==> config.mk <==
export PLATFORM = sky130hd
export DESIGN_NAME = cascadable_counter
export DESIGN_NICKNAME = d
export VERILOG_FILES = /design/src/rtl/counter_pkg.sv /design/src/rtl/cascadable_counter.sv
export SDC_FILE = /design/constraint.sdc
export NUM_CORES = 1
export LEC_CHECK = 0
export BUFFER_PORTS_ARGS = -buffer_cell sky130_fd_sc_hd__clkbuf_2
export CORE_AREA = 2 2 67 50
export DETAILED_ROUTE_END_ITERATION = 8
export DIE_AREA = 0 0 69 52
export GPL_TIMING_DRIVEN = 0
export HOLD_SLACK_MARGIN = 0.15
export PLACE_DENSITY = 0.73
export REMOVE_ABC_BUFFERS = 1
export SLEW_MARGIN = 20
export SYNTH_ARGS = -nofsm -noshare
export SYNTH_HDL_FRONTEND = slang
export SYNTH_SLANG_ARGS = --single-unit
==> constraint.sdc <==
create_clock -name clk -period 3.3 [get_ports clk]
set_input_delay 0.66 -clock clk [delete_from_list [all_inputs] [get_ports clk]]
set_output_delay 0.66 -clock clk [all_outputs]
set_load 0.02 [all_outputs]
==> src/rtl/counter_pkg.sv <==
// ============================================================================
// Module      : counter_pkg
// Description : Shared types and next-count helper for cascadable_counter.
// Revision    : 1.0 - initial release
// ============================================================================
`default_nettype none

package counter_pkg;

    typedef enum logic {
        CNT_WRAP = 1'b0,
        CNT_SAT  = 1'b1
    } count_mode_e;

    // Arithmetic is carried at a fixed 32-bit width; callers keep the low WIDTH bits.
    localparam int C_CALC_W = 32;

    typedef struct packed {
        logic [C_CALC_W-1:0] next;
        logic                term;
    } next_count_t;

    function automatic next_count_t next_count(
        input logic [C_CALC_W-1:0] cnt,
        input logic                up,
        input logic [C_CALC_W-1:0] modulus,
        input count_mode_e         mode
    );
        next_count_t res;
        res.term = up ? (cnt == modulus - 1) : (cnt == '0);
        if (up) begin
            res.next = res.term ? ((mode == CNT_SAT) ? cnt : '0) : cnt + 1;
        end else begin
            res.next = res.term ? ((mode == CNT_SAT) ? cnt : modulus - 1) : cnt - 1;
        end
        return res;
    endfunction

endpackage

`default_nettype wire

==> src/rtl/cascadable_counter.sv <==
// ============================================================================
// Module      : cascadable_counter
// Description : Loadable up/down counter slice with cascade carry, wrap or
//               saturate at the modulus, registered compare and sticky overflow.
// Revision    : 1.0 - initial release
// ============================================================================
`default_nettype none

module cascadable_counter
    import counter_pkg::*;
#(
    parameter int WIDTH   = 8,    // 2..31
    parameter int MODULUS = 256,  // 2..2**WIDTH
    parameter int SAT     = 0
) (
    input  logic             clk,
    input  logic             rst_n,
    input  logic             clr,
    input  logic             load,
    input  logic [WIDTH-1:0] load_val,
    input  logic             en,
    input  logic             cin,
    input  logic             up,
    input  logic [WIDTH-1:0] cmp_val,
    output logic [WIDTH-1:0] cnt,
    output logic             cout,
    output logic             match,
    output logic             ovf
);

    localparam count_mode_e      C_MODE = (SAT != 0) ? CNT_SAT : CNT_WRAP;
    localparam logic [WIDTH-1:0] C_MAX  = WIDTH'(MODULUS - 1);

    logic [WIDTH-1:0] r_cnt;
    logic             r_match;
    logic             r_ovf;

    next_count_t      w_step;
    logic             w_count;
    logic             w_load_clamp;
    logic [WIDTH-1:0] w_cnt_next;
    logic             w_ovf_next;
    logic             w_unused_hi;

    assign w_step       = next_count(C_CALC_W'(r_cnt), up, C_CALC_W'(MODULUS), C_MODE);
    assign w_count      = en & cin;
    assign w_load_clamp = (C_CALC_W'(load_val) >= C_CALC_W'(MODULUS));
    assign w_unused_hi  = ^w_step.next[C_CALC_W-1:WIDTH];

    always_comb begin
        w_cnt_next = r_cnt;
        w_ovf_next = r_ovf;
        if (clr) begin
            w_cnt_next = '0;
            w_ovf_next = 1'b0;
        end else if (load) begin
            w_cnt_next = w_load_clamp ? C_MAX : load_val;
        end else if (w_count) begin
            w_cnt_next = w_step.next[WIDTH-1:0];
            w_ovf_next = r_ovf | w_step.term;
        end
    end

    // Compare against the value being registered so match lines up with cnt.
    always_ff @(posedge clk or negedge rst_n) begin
        if (!rst_n) begin
            r_cnt   <= '0;
            r_match <= 1'b0;
            r_ovf   <= 1'b0;
        end else begin
            r_cnt   <= w_cnt_next;
            r_match <= (w_cnt_next == cmp_val);
            r_ovf   <= w_ovf_next;
        end
    end

    // In saturate mode cout still fires at the terminal count; ovf flags the hold.
    assign cout  = w_count & ~clr & ~load & w_step.term;
    assign cnt   = r_cnt;
    assign match = r_match;
    assign ovf   = r_ovf;

endmodule

`default_nettype wire

; Yosys cells after proc, flatten, opt, wreduce, memory -nomap -nowiden
; Index checks and enable logic that the tools add are counted.
[classes]
n_reduce_logical = 3
addsub = 2
bitwise_logic = 7
eq_ne = 3
mux = 10
[op_table]
columns = op, count
row1 = two-way mux 8 bit, 6
row2 = "adder 8 x 1 -> 8 bit, second input constant", 1
row3 = == test 8 bit, 1
row4 = "== test 8 bit, second input constant", 1
row5 = logical NOT 8 bit, 1
row6 = "subtractor 8 x 1 -> 8 bit, second input constant", 1
row7 = bitwise AND 1 bit, 4
row8 = two-way mux 1 bit, 4
row9 = "!= test 2 bit, second input constant", 1
row10 = NOT 1 bit, 2
row11 = AND reduction 2 bit, 1
row12 = nonzero test 2 bit, 1
row13 = bitwise OR 1 bit, 1
[totals]
input_bits = 23
reg_bits = 10
output_inout_bits = 11

; Longest topological paths before layout
[depth]
depth_word = 8
mapped_depth = 10
depth_no_buf = 9

; Worst setup path after synthesis
; OpenSTA, ideal clock, no wires.
[synth_timing]
path_type = register to output
start = register r_cnt[0] (netlist: cnt[0])
end = output port cout
arrival_time_ns = 1.752
required_ns = 2.640
path_stages_with_launch = 8
slack_ns = 0.888
path_cell_list = dfrtp_1 buf_2 inv_2 ha_1 nand4_1 nor2_1 nor2_1 nor3_1
[synth_via]
elab_chain_len = 3
word_cells_on_any_way = 4
classes_between = eq/ne: 1 / mux: 1 / bitwise: 1 / reduce/logical: 1
[synth_lines]
columns = item, line_no
row1 = start: declaration, cascadable_counter.sv:34  ; logic [WIDTH-1:0] r_cnt;
row2 = start signal: assignment, cascadable_counter.sv:71  ; r_cnt <= w_cnt_next;
row3 = == test 8 bit or logical NOT 8 bit (tied branches), counter_pkg.sv:30  ; res.term = up ? (cnt == modulus - 1) : (cnt == '0);
row4 = two-way mux 1 bit *, counter_pkg.sv:30
row5 = bitwise AND 1 bit *, cascadable_counter.sv:78  ; assign cout = w_count & ~clr & ~load & w_step.term;
row6 = end: declaration, cascadable_counter.sv:26  ; output logic cout,
; Every way passes the cells marked *; elsewhere a longest branch is shown, timed or not.

; Final worst setup path
[layout_timing]
start = register r_cnt[1] (netlist: cnt[1])
end = output port cout
; The elaborated chain is that of the path after synthesis.

==> flow_summary.json <==
{
  "fin_nets": 227,
  "cts_resized": 0,
  "wl_mm": 3.724,
  "mappedNetlistArea_um2": 1411,
  "synth_cells": 178,
  "crit_family": "simple AND/OR/NAND/NOR gates",
  "place.port_buffers": 33,
  "slew_viol_final": 0,
  "crit_fanout": 13,
  "area_delta_synth_final_pct": 12.15,
  "clk_path_buf_depth": 2,
  "fmax_mhz": 347.0,
  "crit_chain": "ha_1 -> nand4_1 -> nor2_2 -> nor2_1 -> nor3_1 -> clkbuf_2",
  "critPathLaunchType": "flop",
  "maxCapViolations": 0,
  "place_congestion": 0.8729,
  "grt_antenna_before_repair": 0,
  "hold_viol": 0,
  "ys_types": 60,
  "synth_area_per_cell_um2": 7.929,
  "synthMuxAreaShare_pct": 2.128,
  "ys_top_cells_by_count": "a21oi_1 (13), nor2_1 (12), inv_1 (11), nand2_1 (11), nor3_1 (11)",
  "total_power_w": 0.0004669,
  "powerDensity_nw_per_um2": 295.0,
  "synth_top_area_share_pct": 17.73,
  "yosysMostFrequentCell": "a21oi_1",
  "async_flop_share_pct": 100.0,
  "rsz0062_at_grt": "no",
  "viasPerCell": 6.131,
  "cts.sink_count": 10,
  "cts_root_buf": "clkbuf_8",
  "critPathSlowestCell": "dfrtp_1",
  "cts_setup_buffers": 0,
  "synth_edf_count": 0,
  "grt_first_pass_wirelength_mm": 6.361,
  "row_count": 17,
  "yosysTopAreaCell": "dfrtp_1",
  "route.vias.total": 1453,
  "arrival_ps": 2220,
  "ys_seq_area_share_pct": 17.73,
  "max_stage_delay_ps": 620,
  "fin_hold_ws_ps": 289.4,
  "core_um2": 2978,
  "insertion_delay_ps": 230,
  "ir_worst_vdd_mv": 0.1191,
  "yosysWarningCount": 0,
  "hold_buffers": 0,
  "ys_ff_latch": 10,
  "period_needed_ps": 2882,
  "grt_max_degree": 22,
  "grt_pass1_vias": 1280,
  "synth_flop_cell": "dfrtp_1",
  "grt_overflow_total": 0,
  "drive_above_1_share_pct": 28.64,
  "ys_top_cells_by_area": "dfrtp_1 (18%), a21oi_1 (4.6%), nor3_1 (3.9%), buf_2 (3.2%), nor2_1 (3.2%)",
  "dr.pass1.iters": 4,
  "cts_buffers": 3,
  "hpwl_mm": 2.859,
  "skew_ps": 1.636,
  "post-route-util_pct": 53.15,
  "detail-route-antenna-nets": 0,
  "dieArea_um2": 3588,
  "cp.required_ps": 2640,
  "slew_headroom_pct": 58.18,
  "leakagePower_nw": 0.6521,
  "dr.first_iter.drc_count": 134,
  "die_w_um": 69,
  "crit_path_end_kind": "output pin",
  "setup_viol": 0,
  "wl_per_cell_um": 15.71,
  "initial_core_util_pct": 47.39,
  "cts_max_level": 1,
  "drcViolationCount": 0,
  "ios": 34,
  "diodes": 0,
  "synth_compound_area_share_pct": 31.38,
  "track_usage_pct": 22.29,
  "cts.clk_slew.worst_paths_ps": 40,
  "hold_path_class": "in2async",
  "fin_setup_tns_ps": 0,
  "yosys.area_share.simple_pct": 32.45,
  "die_h_um": 52,
  "synth_top_family_by_area": "simple AND/OR/NAND/NOR gates",
  "status": "finished, final reports clean",
  "cts_tree": "yes",
  "worst_pin_slew_ps": 627.3,
  "synth-xor-area-share_pct": 4.344,
  "synthAdderAreaFrac_pct": 2.660,
  "fin_crit_sh_pct": 87.33,
  "crit_buf_inv": 1,
  "path_class": "reg2out"
}
[stage by stage]
step / instance area, um2 / worst slack (ps) / instances
floorplan: 1329 / 811.9 / 163
global placement: 1541 / 623.0 / 234
detailed placement: 1541 / 632.9 / 234
CTS: 1583 / 451.1 / 237
global route: 1583 / 261.9 / 237
finish: 1583 / 418.1 / 237
[sequential cells by signal, indices dropped and copies added, names as in the netlist]
| signal | count |
|---|---|
| match | 1 |
| cnt | 8 |
| ovf | 1 |
[area by class of cell]
type / count / area (um2)
Clock buffer: 3 / 41.29
Fill cell: 315 / 1395
Inverter: 13 / 48.80
Multi-Input combinational cell: 140 / 1030
Sequential cell: 10 / 250.2
Tap cell: 38 / 47.55
Timing Repair Buffer: 33 / 165.2
[logic make-up after synthesis]
logic type      Yosys count
simple gates             72
mux                       3
fa+ha+maj                 3
xor+xnor                  7
compound gates           55
buf+inv                  28
flops                    10
[where the power goes]
group          switching, W  internal [W]
combinational      0.000109     0.0000773
sequential        0.0000290      0.000130
clock             0.0000423     0.0000794
[placed cells by master, fill, tap and decap left out, drive strengths merged, types with 3 or more instances in the layout]
cell and n:
xor2 4, nand3b 3, nor4b 3, a21o 4, nor2b 3, dfrtp 10, a22o 3, o21ai 7
a211oi 4, nand2b 4, nor3 12, xnor2 3, clkbuf 36, nand4 6, a21oi 14, inv 13
a221oi 4, nor2 16, ha 3, mux2i 3, nand2 11, o31ai 3, nand3 5
[final timing paths]
| path | start | to | slack [ps] | depth (start not counted) |
|---|---|---|---|---|
| max in group asynchronous | rst_n | ovf$_DFFE_PN0P_ | 2810 | 1 |
| min reg2reg | ovf$_DFFE_PN0P_ | ovf$_DFFE_PN0P_ | 470 | 1 |
| min in group clk | ovf$_DFFE_PN0P_ | ovf$_DFFE_PN0P_ | 470 | 1 |
| min | rst_n | cnt[3]$_DFF_PN0_ | 290 | 1 |
| max | cnt[1]$_DFF_PN0_ | cout | 420 | 6 |
| max reg2reg | cnt[1]$_DFF_PN0_ | match$_DFF_PN0_ | 740 | 9 |
[metal layers]
metal / track usage (%) / routed length [um]
met1: 33.73 / 1889
met2: 31.57 / 1526
met3: 4.070 / 277
met4: 6.863 / 31
met5: 0 / 0
No activity file was read; power rests on OpenSTA's default activity.
